### src/rtl/sm83_irq_pkg.sv
// Shared types and constants for the sm83 interrupt controller.
// IME state encoding, standard line indices and the RST vector helper.
package sm83_irq_pkg;

    typedef enum logic [1:0] {
        IME_OFF  = 2'd0,
        IME_PEND = 2'd1,
        IME_ON   = 2'd2
    } ime_state_t;

    localparam int IRQ_VBLANK = 0;
    localparam int IRQ_STAT   = 1;
    localparam int IRQ_TIMER  = 2;
    localparam int IRQ_SERIAL = 3;
    localparam int IRQ_JOYPAD = 4;

    function automatic logic [7:0] irq_vector(input logic [2:0] idx);
        return 8'h40 + {2'b00, idx, 3'b000};
    endfunction

endpackage

### src/rtl/sm83_irq_prio.sv
// Fixed-priority selector: one-hot of the lowest set request bit, plus an any-set flag.
// Purely combinational; bit 0 has the highest priority.
module sm83_irq_prio
    import sm83_irq_pkg::*;
#(
    parameter int WIDTH = 5
) (
    input  logic [WIDTH-1:0] req,
    output logic [WIDTH-1:0] grant,
    output logic             any
);

    // Scan from the top down so the last hit (lowest index) wins.
    always_comb begin
        grant = '0;
        for (int i = WIDTH - 1; i >= 0; i--) begin
            if (req[i]) begin
                grant    = '0;
                grant[i] = 1'b1;
            end
        end
    end

    assign any = |req;

endmodule

### src/rtl/sm83_irq_ctl.sv
// Interrupt controller for the sm83 core: IF/IE registers, IME sequencing, priority and HALT wake.
// Define SM83_IRQ_SYNC_EN to put a 2-flop synchroniser in front of the edge detector.
//
//   state    | meaning
//   IME_OFF  | interrupts masked
//   IME_PEND | EI seen, enable at the next instruction boundary
//   IME_ON   | interrupts dispatched to the core
module sm83_irq_ctl
    import sm83_irq_pkg::*;
#(
    parameter int WORD_SIZE = 8,
    parameter int NUM_IRQS  = 5
) (
    input  logic                 clk,
    input  logic                 reset,
    input  logic [NUM_IRQS-1:0]  irq_src,
    input  logic                 reg_sel,
    input  logic                 reg_we,
    input  logic [WORD_SIZE-1:0] reg_din,
    output logic [WORD_SIZE-1:0] reg_dout,
    input  logic                 ime_ei,
    input  logic                 ime_reti,
    input  logic                 ime_di,
    input  logic                 insn_end,
    output logic [WORD_SIZE-1:0] irq,
    input  logic [WORD_SIZE-1:0] iack,
    output logic                 wake
);

    logic [NUM_IRQS-1:0]  src_s;
    logic [NUM_IRQS-1:0]  src_prev;
    logic [NUM_IRQS-1:0]  edge_det;
    logic [NUM_IRQS-1:0]  if_q;
    logic [NUM_IRQS-1:0]  if_d;
    logic [WORD_SIZE-1:0] ie_q;
    logic [WORD_SIZE-1:0] if_wide;
    logic [NUM_IRQS-1:0]  pending;
    logic [NUM_IRQS-1:0]  grant;
    logic                 any_pending;
    ime_state_t           ime_q;
    ime_state_t           ime_d;

`ifdef SM83_IRQ_SYNC_EN
    logic [NUM_IRQS-1:0] sync1;
    logic [NUM_IRQS-1:0] sync2;

    always_ff @(posedge clk) begin
        if (reset) begin
            sync1 <= '0;
            sync2 <= '0;
        end else begin
            sync1 <= irq_src;
            sync2 <= sync1;
        end
    end

    assign src_s = sync2;
`else
    assign src_s = irq_src;
`endif

    always_ff @(posedge clk) begin
        if (reset) src_prev <= '0;
        else       src_prev <= src_s;
    end

    assign edge_det = src_s & ~src_prev;

    // Later assignments win: new edge beats acknowledge beats software write.
    always_comb begin
        if_d = if_q;
        for (int i = 0; i < NUM_IRQS; i++) begin
            if (reg_we && !reg_sel) if_d[i] = reg_din[i];
            if (iack[i])            if_d[i] = 1'b0;
            if (edge_det[i])        if_d[i] = 1'b1;
        end
    end

    always_ff @(posedge clk) begin
        if (reset) begin
            if_q <= '0;
            ie_q <= '0;
        end else begin
            if_q <= if_d;
            if (reg_we && reg_sel) ie_q <= reg_din;
        end
    end

    always_comb begin
        ime_d = ime_q;
        if (ime_di) begin
            ime_d = IME_OFF;
        end else if (ime_reti) begin
            ime_d = IME_ON;
        end else begin
            case (ime_q)
                IME_OFF:  if (ime_ei)   ime_d = IME_PEND;
                IME_PEND: if (insn_end) ime_d = IME_ON;
                IME_ON:   ime_d = IME_ON;
                default:  ime_d = IME_OFF;
            endcase
        end
    end

    always_ff @(posedge clk) begin
        if (reset) ime_q <= IME_OFF;
        else       ime_q <= ime_d;
    end

    assign pending = if_q & ie_q[NUM_IRQS-1:0];

    sm83_irq_prio #(.WIDTH(NUM_IRQS)) u_prio (
        .req   (pending),
        .grant (grant),
        .any   (any_pending)
    );

    always_comb begin
        irq = '0;
        if (ime_q == IME_ON) irq[NUM_IRQS-1:0] = grant;
    end

    assign wake = any_pending;

    // Unimplemented IF bits read back as ones.
    always_comb begin
        if_wide                = '1;
        if_wide[NUM_IRQS-1:0]  = if_q;
    end

    assign reg_dout = reg_sel ? ie_q : if_wide;

    iack_onehot: assert property (@(posedge clk) disable iff (reset) $onehot0(iack));

endmodule
### config.mk
export PLATFORM = sky130hd
export DESIGN_NAME = sm83_irq_ctl
export DESIGN_NICKNAME = d
export VERILOG_FILES = /design/src/rtl/sm83_irq_pkg.sv /design/src/rtl/sm83_irq_prio.sv /design/src/rtl/sm83_irq_ctl.sv
export SDC_FILE = /design/constraint.sdc
export NUM_CORES = 1
export LEC_CHECK = 0
export ABC_CLOCK_PERIOD_IN_PS = 1450
export BUFFER_PORTS_ARGS = -buffer_cell sky130_fd_sc_hd__buf_2
export CAP_MARGIN = 10
export CORE_MARGIN = 3
export CORE_UTILIZATION = 30
export CTS_CLUSTER_SIZE = 40
export DETAILED_ROUTE_END_ITERATION = 12
export HOLD_SLACK_MARGIN = 0.12
export PLACE_DENSITY = 0.67
export SLEW_MARGIN = 30
export SYNTH_ARGS = -nofsm -noshare
export SYNTH_HDL_FRONTEND = slang
export SYNTH_SLANG_ARGS = --single-unit
### constraint.sdc
create_clock -name clk -period 1.45 [get_ports clk]
set_input_delay 0.29 -clock clk [delete_from_list [all_inputs] [get_ports clk]]
set_output_delay 0.29 -clock clk [all_outputs]
set_load 0.02 [all_outputs]
* Word-level counts from Yosys, hierarchy flattened
Index checks and enable logic that the tools add are counted.
** Storage, ports and cells
- Register bits after elaboration :: 20
- Latch bits :: 0
- Bits in writable memories :: 0
- ROM bits :: 0
- Bits of input ports :: 29
- Word-level logic and storage cells :: 58
- Memories :: 0
** Cells by class
- $add $sub $neg :: 0
- Multipliers :: 0
- Div/mod/pow operators :: 0
- $lt $le $gt $ge :: 0
- Eq/ne operators :: 6
- Shift operators :: 0
- Mux-type cells :: 26
- Bitwise logic cells :: 3
- Reduce and logical (&&, ||, !) cells :: 14
** Operators by type and width (number)
- $mux W5 :: 6
- $mux W1 :: 15
- $reduce_bool A3 Y1 :: 5
- $and A5 B5 Y5 :: 2
- $mux W8 :: 1
- $mux W2 :: 3
- $ne A3 B3 Y1 const B :: 2
- $pmux W2 S3 :: 1
- $not A5 Y5 :: 1
- $reduce_or A5 Y1 :: 1
- $ne A2 B2 Y1 const B :: 2
- $reduce_and A2 Y1 :: 2
- $reduce_or A3 Y1 :: 1
- $eq A2 B1 Y1 const B :: 1
- $eq A2 B2 Y1 const B :: 1
- $logic_and A1 B1 Y1 :: 2
- $logic_not A2 Y1 :: 1
- $reduce_or A2 Y1 :: 1
- $logic_not A1 Y1 :: 1

* Longest topological paths before layout
Gate-level depths: netlist of the first run.
- Depth after elaboration :: 7
- Gate-level depth with buffers :: 5
- Gate-level depth less buffers :: 5

* Hierarchy
A second synthesis of the first run with hierarchy kept.
** Unflattened totals
- Cell total of the unflattened synthesis :: 121
- Area, all modules :: 1073.5 um^2
** Modules (own cells, without submodules)
- sm83_irq_ctl :: times used 1, cells an instance 114, area each 1016.0 um^2
- sm83_irq_prio :: times used 1, cells an instance 7, area each 57.6 um^2

* Worst setup path after synthesis of the first run
OpenSTA, ideal clock, no wires.
- Path kind :: flip-flop to flip-flop
- Start point :: register ime_q[0]
- End point :: register ime_q[0]
- Setup time :: 0.103 ns
- Data arrival time :: 1.347 ns
- Data required time :: 1.347 ns
- Setup slack :: -0.001 ns
- Stages on the path, launching flop included :: 6
- Path buffers :: 0
- Path through :: dfxtp_1 inv_1 ha_1 nor2b_4 or3b_1 a2111oi_2
** Between the ends
- Cells in the longest elaborated chain, start to end :: 3
** Ends and longest elaborated chain
- start: declaration :: line sm83_irq_ctl.sv:40 : ime_state_t ime_q;
- start signal: assignment :: line sm83_irq_ctl.sv:107 : else ime_q <= ime_d;
- $eq A2 B1 Y1 / $logic_not A2 Y1 (equally long branches) :: line sm83_irq_ctl.sv:96 : case (ime_q)
- $ne A2 B2 Y1 (no line)
- $reduce_and A2 Y1 (no line)
Parallel ways exist; a longest one is shown, timed or not.
A chain may end at the register's enable or synchronous reset.

* Worst setup path in the final report of the first run
- Start point :: register if_q[0]
- End point :: output wake
** Between the ends
- Cells in the longest elaborated chain, start to end :: 2
** Ends and longest elaborated chain
- start: declaration :: line sm83_irq_ctl.sv:33 : logic [NUM_IRQS-1:0] if_q;
- start signal: assignment :: line sm83_irq_ctl.sv:84 : if_q <= if_d;
- $and A5 B5 Y5 :: line sm83_irq_ctl.sv:110 : assign pending = if_q & ie_q[NUM_IRQS-1:0];
- $reduce_or A5 Y1 :: line sm83_irq_prio.sv:24 : assign any = |req;
- end: declaration :: line sm83_irq_ctl.sv:27 : output logic wake
Every way passes these cells.

==> impl_metrics.py, run 1 <==
metrics = {
    "global_route": {
        "grt_overflow": 0,
        "grt_pass1_wl_um": 4830,
        "grt_pass1_vias": 1043,
        "grt_usage_pct": 14.80,
        "antenna_found_initial": 0,
        "grt_max_degree": 21,
    },
    "timing": {
        "max_freq_ghz": 0.5503,
        "fin_setup_tns_ps": -1589,
        "slew_viol_final": 0,
        "rsz0062_at_grt": "yes",
        "setup_viol": 11,
        "period_share_pct": 125.3,
        "hold_violations": 0,
        "skew_ps": 11.35,
        "fin_ws_ps": -367.3,
        "layout_min_cycle_time_ps": 1817,
    },
    "floorplan": {
        "die_y_um": 64.48,
        "dieArea_um2": 4158,
        "die_w_um": 64.48,
        "num_rows": 20,
        "core_area_um2": 3153,
        "start_util_pct": 32.54,
        "ios": 46,
    },
    "outcome": {
        "status": "finished with violations",
        "violations": "negative setup slack",
    },
    "clock_network": {
        "clockRootBuffer": "clkbuf_4",
        "insertion_delay_ps": 320,
        "h-tree-depth": 1,
        "clk_pin_slew_ps": 110,
        "cts.sinks": 20,
        "cts_buffer_depth": 2,
        "cts_tree": "done",
        "cts_buffers": 3,
    },
    "critical_path": {
        "cpPeakStageDelay_ps": 440,
        "worstPathMaxFanout": 2,
        "cp_top_family": "compound AO/OA/AOI/OAI gates",
        "arrival_ps": 1530,
        "endpoint_kind": "output port",
        "crit_chain": "a222oi_1 > nand2_1 > a21o_1 > buf_6",
        "reg2reg_depth": 6,
        "crit_buf_inv": 1,
        "r2r_slack_ps": -140,
        "cp_num_cells": 4,
        "start_kind": "flop",
        "worstSetupPathType": "reg -> out",
        "slowest_stage": "a222oi_1",
        "worstPathRequired_ps": 1160,
    },
    "min_path": {
        "hold_depth": 2,
        "min_path_type": "in -> reg",
    },
    "layout": {
        "drive_above_1_share_pct": 50.59,
        "diodes": 0,
        "seq_area_um2": 410.4,
        "fin_nets": 204,
        "final_cell_mix": "30 x buf_2, 15 x buf_6, 12 x nand2_1, 12 x dfxtp_1, 10 x nand3b_1",
        "multi_input_area_um2": 681.9,
        "final_common_cell": "buf_2",
        "fillers": 314,
        "area_growth_pct": 55.61,
    },
    "logic_synthesis": {
        "synth-seq-cells": 20,
        "synth_top_area_share_pct": 39.02,
        "synth.area.top_cells": "dfxtp_1 39%, nand3b_1 7.3%, mux2_2 5.5%",
        "synth_xor_xnor_area_share_pct": 0,
        "syn-mean-instance-area_um2": 8.695,
        "synth_warnings": 0,
        "netlist_area_um2": 1026,
        "synth_fa_ha_area_share_pct": 4.878,
        "yosysUniqueCellTypes": 27,
        "synth_top_family_by_area": "simple AND/OR/NAND/NOR gates",
        "synth_area_leader_cell": "dfxtp_1",
        "synth_seq_area_share_pct": 39.02,
        "synth_cells": 118,
        "synth-simple-area-share_pct": 33.41,
        "synth_compound_area_share_pct": 11.59,
        "synthMuxAreaShare_pct": 5.488,
    },
    "routing": {
        "vias": 1050,
        "first_pass_iters": 4,
        "drc_errors": 0,
        "ant_nets": 0,
        "drt_iter0_drc": 31,
        "wire_per_inst_um": 13.87,
        "drt-total-wl_um": 2969,
        "vias_per_cell": 4.907,
    },
    "pwr": {
        "vdd_ir_drop_max_v": 0.0005664,
        "power.leakage_uw": 0.0006826,
        "power.total_uw": 1369,
        "powerDensity_nw_per_um2": 857.4,
    },
    "place": {
        "place_hpwl_um": 2040,
        "gp_congestion": 0.7693,
        "place.port_buffers": 39,
    },
    "job": {
        "maxCapViolations": 0,
    },
}
Yosys cell counts, drive strengths merged:
cell,instances
and3,1
and4,1
a21oi,8
nand3b,10
o311a,1
o21ai,1
a31oi,5
a21o,1
nor2b,7
nand2b,9
mux2,5
inv,2
and2b,1
dfxtp,20
a222oi,1
or3b,1
nand3,10
nor2,5
a2111oi,1
conb,1
clkbuf,1
nand2,14
or4,1
buf,7
ha,4
where the power goes:
| part | internal, uW | switching (uW) | total, uW | leakage (uW) |
|---|---|---|---|---|
| logic | 148 | 153 | 301 | 0.000487 |
| clock network | 280 | 186 | 466 | 0.0000279 |
| registers | 583 | 19.0 | 602 | 0.000168 |
| total | 1010 | 358 | 1370 | 0.000683 |
per-layer routing:
layer	global-route usage (%)	part of all wire [%]	up-vias
met5	0	0	-
met1	17.98	41	498
met4	2.375	0.54	0
li1	-	-	512
met2	25.64	50	37
met3	5.026	8.0	3
final cells by class:
type,count,area share (%)
timing repair buffer,54,24.22
inverter,2,0.6270
multi-input combinational,90,42.71
tap,44,3.448
clock buffer,3,1.411
clock inverter,1,1.881
sequential,20,25.71
cell families after synthesis:
family | count (synthesis)
mux | 5
buf+inv | 10
other cells | 1
fa+ha+maj | 4
flops | 20
compound gates | 18
simple gates | 60
worst paths after layout:
check                start        to
hold / removal      ime_di  ime_q[0]
setup reg to reg  ime_q[0]  ime_q[0]
setup / recovery   if_q[0]      wake
hold reg to reg    ie_q[7]   ie_q[7]
stage by stage:
stage | std cells | hold slack, ps | worst slack, ps | instance area [um2] | utilization (%)
finish | 214 | 175.7 | -367.3 | 1597 | 50.63
global route | 214 | 161.9 | -446.8 | 1597 | 50.63
CTS | 212 | 156.7 | -348.5 | 1519 | 48.17
detailed placement | 204 | 443.8 | -110.8 | 1305 | 41.39
global placement | 204 | 438.4 | 0.7990 | 1305 | 41.39
floorplan | 120 | 358.9 | 7.417 | 1033 | -
flip-flops by register name, summed over array words and instances, names as in the netlist:
name      cells
ie_q          8
if_q          5
src_prev      5
ime_q         2
repair_timing:
item,CTS,global route
pin swaps,10,3
setup endpoints to repair,11,11
setup buffers,5,2
gates resized for setup,39,16
hold buffers,0,0
Power figures use the tool's default switching activity.
==> inputs of run 2 (changes only) <==
Settings changed: CELL_PAD_IN_SITES_DETAIL_PLACEMENT set to 0, CELL_PAD_IN_SITES_GLOBAL_PLACEMENT set to 1, CORE_UTILIZATION 30 to 29, PLACE_DENSITY 0.67 to 0.83.
==> impl_metrics.py, run 2 (same netlist as run 1, synthesis figures left out) <==
metrics = {
    "critical_path": {
        "crit_chain": "a222oi_1 > nand2_1 > a21o_1 > buf_6",
        "r2r_slack_ps": -50,
        "arrival_ps": 1510,
        "crit_buf_inv": 1,
        "worstPathMaxFanout": 2,
        "start_kind": "flop",
        "cpPeakStageDelay_ps": 430,
        "cp_num_cells": 4,
        "critPathLaunch": "ie_q[0]",
        "endpoint_kind": "output port",
        "worstPathRequired_ps": 1160,
        "r2r_end": "ime_q[0]",
        "timing.rr.start": "ime_q[0]",
        "slowest_stage": "a222oi_1",
        "worstSetupPathType": "reg -> out",
        "crit_end": "wake",
        "cp_top_family": "compound AO/OA/AOI/OAI gates",
        "reg2reg_depth": 6,
    },
    "global_route": {
        "grt_pass1_vias": 1075,
        "antenna_found_initial": 0,
        "grt_max_degree": 21,
        "grt_overflow": 0,
        "grt_pass1_wl_um": 4664,
        "grt_usage_pct": 13.89,
    },
    "outcome": {
        "status": "finished with violations",
        "violations": "negative setup slack",
    },
    "place": {
        "place_hpwl_um": 2066,
        "place.port_buffers": 39,
        "gp_congestion": 0.8393,
    },
    "routing": {
        "drt_iter0_drc": 31,
        "first_pass_iters": 4,
        "drt-total-wl_um": 2828,
        "ant_nets": 0,
        "vias_per_cell": 4.722,
        "vias": 1020,
        "drc_errors": 0,
        "wire_per_inst_um": 13.09,
    },
    "clock_network": {
        "cts.sinks": 20,
        "clockRootBuffer": "clkbuf_4",
        "clk_pin_slew_ps": 110,
        "cts_buffer_depth": 2,
        "cts_tree": "done",
        "insertion_delay_ps": 300,
        "ctsHoldBuffers": 0,
        "cts_buffers": 3,
        "h-tree-depth": 1,
    },
    "timing": {
        "setup_viol": 11,
        "skew_ps": 7.165,
        "slew_viol_final": 0,
        "fin_setup_tns_ps": -1435,
        "hold_ws_ps": 164.1,
        "max_freq_ghz": 0.5552,
        "rsz0062_at_grt": "yes",
        "hold_violations": 0,
        "fin_ws_ps": -351.3,
        "layout_min_cycle_time_ps": 1801,
        "period_share_pct": 124.2,
    },
    "floorplan": {
        "start_util_pct": 32.03,
        "num_rows": 20,
        "dieArea_um2": 4288,
        "core_area_um2": 3203,
        "ios": 46,
        "die_w_um": 65.48,
        "die_y_um": 65.48,
    },
    "pwr": {
        "vdd_ir_drop_max_v": 0.0006251,
        "power.leakage_uw": 0.0006977,
        "power.total_uw": 1368,
        "powerDensity_nw_per_um2": 843.0,
    },
    "layout": {
        "multi_input_area_um2": 689.4,
        "final_cell_mix": "30 x buf_2, 16 x buf_6, 13 x nand2_1, 12 x dfxtp_1",
        "seq_area_um2": 410.4,
        "final_common_cell": "buf_2",
        "regMostFlops": "ie_q",
        "largest_reg_flops": 8,
        "fillers": 321,
        "fin_nets": 206,
        "drive_above_1_share_pct": 51.16,
        "area_growth_pct": 58.17,
        "diodes": 0,
        "top_regs": "ie_q x8, if_q x5, src_prev x5",
    },
    "min_path": {
        "min_path_type": "in -> reg",
        "hold_depth": 2,
    },
    "job": {
        "maxCapViolations": 0,
    },
}
## run 2: cell type report
type / instances / area share (%)
Timing Repair Buffer: 56 / 24.98
Inverter: 2 / 0.6168
Clock inverter: 1 / 1.850
Sequential cell: 20 / 25.29
Clock buffer: 3 / 1.388
Tap cell: 44 / 3.392
Multi-Input combinational cell: 90 / 42.48
## run 2: timing repair
item | CTS | global route
endpoints found under the hold margin | 0 | 0
endpoints found under the setup margin | 11 | 11
gates cloned | 0 | 0
setup buffers | 4 | 2
gates resized for setup | 37 | 20
pin swaps | 10 | 6
## run 2: worst min path at each step
| stage | from | end | slack [ps] |
|---|---|---|---|
| after global routing | ime_di | ime_q[0] | 150 |
| after floorplan | ime_di | ime_q[0] | 360 |
| final | ime_di | ime_q[0] | 160 |
| after global placement | ie_q[7] | ie_q[7] | 440 |
| after CTS | ime_di | ime_q[0] | 140 |
| after detailed placement | ie_q[7] | ie_q[7] | 440 |
## run 2: stage by stage
step / setup WS, ps / area (um2) / util [%] / std cells
2_1_floorplan: 7.417 / 1033 / - / 120
4_1_cts: -358.8 / 1521 / 47.50 / 214
3_3_place_gp: -10.24 / 1320 / 41.21 / 206
3_5_place_dp: -81.87 / 1320 / 41.21 / 206
6_report: -351.3 / 1623 / 50.66 / 216
5_1_grt: -486.3 / 1623 / 50.66 / 216
## run 2: routing by layer
metal | global-route usage, % | up-vias | routed length (um)
li1 | - | 512 | -
met1 | 16.70 | 473 | 1276
met2 | 24.65 | 35 | 1331
met3 | 4.615 | 0 | 219
met4 | 1.554 | 0 | 0
met5 | 0 | - | 0
## run 2: where the power goes
group	internal, uW	leakage, uW	switching [uW]
clock network	279	0.0000279	180
registers	583	0.000168	18.8
logic	156	0.000502	151
total	1020	0.000698	350
==> inputs of run 3 (changes only) <==
Settings changed: ABC_AREA set to 1, CORE_UTILIZATION 29 to 28, PLACE_DENSITY 0.83 to 0.85, SYNTH_HIERARCHICAL set to 1.
==> impl_metrics.py, run 3 <==
metrics = {
    "timing": {
        "skew_ps": 1.586,
        "fin_setup_tns_ps": -0.1777,
        "hold_ws_ps": 243.4,
        "rsz0062_at_grt": "yes",
        "max_freq_ghz": 0.6896,
        "setup_viol": 1,
        "period_share_pct": 100.0,
        "fin_ws_ps": -0.1777,
        "slew_viol_final": 0,
        "hold_violations": 0,
        "layout_min_cycle_time_ps": 1450,
    },
    "clock_network": {
        "cts_buffers": 3,
        "clk_pin_slew_ps": 70,
        "cts_tree": "done",
        "h-tree-depth": 1,
        "insertion_delay_ps": 250,
        "cts_buffer_depth": 2,
        "cts.sinks": 20,
        "clockRootBuffer": "clkbuf_8",
        "ctsHoldBuffers": 0,
    },
    "logic_synthesis": {
        "netlist_top_cells_count": "38 x nand2_1, 36 x nor2_1, 32 x inv_1, 20 x dfxtp_1, 13 x o21ai_0",
        "synth-seq-cells": 20,
        "synth_top_area_share_pct": 36.91,
        "synth_edf_count": 0,
        "synth_area_leader_cell": "dfxtp_1",
        "async_flop_share_pct": 0,
        "synth_cells": 172,
        "synth_ff_type": "dfxtp_1",
        "synth_warnings": 6,
        "syn-mean-instance-area_um2": 6.307,
        "yosysMostFrequentCell": "nand2_1",
        "synth.area.top_cells": "dfxtp_1 37%, nand2_1 13%, nor2_1 12%",
        "netlist_area_um2": 1085,
        "synth_seq_area_share_pct": 36.91,
        "yosysUniqueCellTypes": 20,
    },
    "pwr": {
        "internal-power_uw": 890.5,
        "clkPwrFrac_pct": 29.1,
        "p_sw_share_pct": 28.26,
        "vdd_ir_drop_max_v": 0.0005414,
        "p_comb_share_pct": 21.7,
        "pwr-share-seq_pct": 49.1,
        "power.leakage_uw": 0.0008292,
        "powerDensity_nw_per_um2": 842.2,
        "p_sw_uw": 350.9,
    },
    "min_path": {
        "min_path_type": "in -> reg",
        "hold_depth": 3,
        "min_from": "irq_src[0]",
        "holdPathEnd": "src_prev[0]",
    },
    "critical_path": {
        "cpPeakStageDelay_ps": 320,
        "worstPathMaxFanout": 3,
        "cpMostUsedCell": "inv_1",
        "crit_chain": "nand2_2 > inv_2 > nor2_4 > inv_1 > nor2_1 > nand2_1 > inv_1 > buf_6",
        "reg2reg_depth": 5,
        "slowest_stage": "dfxtp_2",
        "timing.rr.start": "ime_q[1]",
        "crit_buf_inv": 4,
        "cp_num_cells": 8,
        "arrival_ps": 1160,
        "endpoint_kind": "output port",
        "start_kind": "flop",
        "cp_top_family": "flip-flops",
        "worstSetupPathType": "reg -> out",
        "worstPathRequired_ps": 1160,
        "r2r_end": "ime_q[1]",
        "r2r_slack_ps": 160,
    },
    "routing": {
        "first_pass_iters": 4,
        "wire_per_inst_um": 9.080,
        "vias_per_cell": 4.023,
        "drt-total-wl_um": 2388,
        "drc_errors": 0,
        "drt_iter0_drc": 16,
        "ant_nets": 0,
        "vias": 1058,
    },
    "floorplan": {
        "dieArea_um2": 4657,
        "die_y_um": 68.25,
        "ios": 46,
        "core_area_um2": 3521,
        "start_util_pct": 30.81,
        "num_rows": 21,
        "die_w_um": 68.25,
    },
    "layout": {
        "top_regs": "ie_q x8, if_q x5, src_prev x5",
        "final_cell_mix": "35 x nor2_1, 34 x nand2_1, 34 x buf_2, 27 x inv_1, 13 x o21ai_0",
        "final_common_cell": "nor2_1",
        "drive_above_1_share_pct": 35.48,
        "area_growth_pct": 35.87,
        "largest_reg_flops": 8,
        "diodes": 0,
        "fin_nets": 252,
        "regMostFlops": "ie_q",
    },
    "place": {
        "place.port_buffers": 39,
        "gp_congestion": 0.7305,
        "pre_cts_slack_ps": 109.1,
        "place_hpwl_um": 1853,
    },
    "global_route": {
        "antenna_found_initial": 0,
        "grt_pass1_vias": 953,
        "grt_max_degree": 14,
        "grt_usage_pct": 11.37,
        "grt_overflow": 0,
        "grt_pass1_wl_um": 3981,
    },
    "job": {
        "maxCapViolations": 0,
    },
    "outcome": {
        "violations": "negative setup slack",
        "status": "finished with violations",
    },
}
## run 3: cell count changes after synthesis, moves of 6 or more
cell / previous run / this run
nor2b_1: 6 / 0
nand2b_1: 9 / 0
nor2_1: 5 / 36
nand2_1: 14 / 38
nand3b_1: 10 / 0
inv_1: 2 / 32
o21ai_0: 0 / 13
nand3_1: 10 / 4
## run 3: layer usage
metal / GRT usage [%] / routed length, um / up-vias
li1: - / - / 593
met1: 14.79 / 1135 / 432
met2: 18.17 / 1101 / 29
met3: 1.478 / 108 / 4
met4: 5.955 / 42 / 0
met5: 0 / 0 / -
## run 3: final cells by class
cell class / instances / area, um2
sequential: 20 / 411.6
clock buffer: 3 / 41.29
multi-input combinational: 114 / 553.0
fill: 402 / 2047
inverter: 33 / 123.9
tap: 46 / 57.56
timing repair buffer: 47 / 286.5
## run 3: worst max path at each step
stage | endpoint | start | slack (ps)
finish | irq[3] | if_q[1] | -0.2
global route | irq[4] | if_q[2] | -100
CTS | irq[4] | if_q[3] | -40
detailed placement | reg_dout[5] | reg_sel | 110
global placement | reg_dout[7] | reg_sel | 110
floorplan | reg_dout[0] | reg_sel | 200
## run 3: per-stage QoR
step | utilization [%] | area, um2 | cells | power (uW)
2_1_floorplan | - | 1092 | 174 | 781.5
3_3_place_gp | 36.99 | 1303 | 253 | 858.5
3_5_place_dp | 36.99 | 1303 | 253 | 859.4
4_1_cts | 40.83 | 1438 | 262 | 1246
5_1_grt | 41.86 | 1474 | 263 | 1322
6_report | 41.86 | 1474 | 263 | 1241
## run 3: cell families after synthesis
kind of cell               count (synthesis)  synth area share [%]
other                                      1                0.3457
and+or+nand+nor                           85                 31.49
AOI/OAI and AO/OA                         22                 10.61
adders and majority gates                  4                 4.614
DFF                                       20                 36.91
buffers and inverters                     40                 16.03
## run 3: worst register-to-register path, cell delays in order (launching register included)
cell and delay (ps):
dfxtp_1 410, inv_1 100, ha_1 270, or2_2 270, nand3_1 80, a21oi_1 60
## run 3: power by group through the flow
stage | sequential [uW] | clock [uW] | combinational, uW
6_report | 610 | 362 | 270
2_1_floorplan | 613 | 0 | 169
4_1_cts | 607 | 376 | 263
3_3_place_gp | 616 | 0 | 242
5_1_grt | 614 | 399 | 309
3_5_place_dp | 617 | 0 | 243
## run 3: timing repair
action,4_1_cts,5_1_grt
endpoints found under the setup margin,5,6
setup buffers,6,1
resized for setup,19,14
pin swaps,9,6
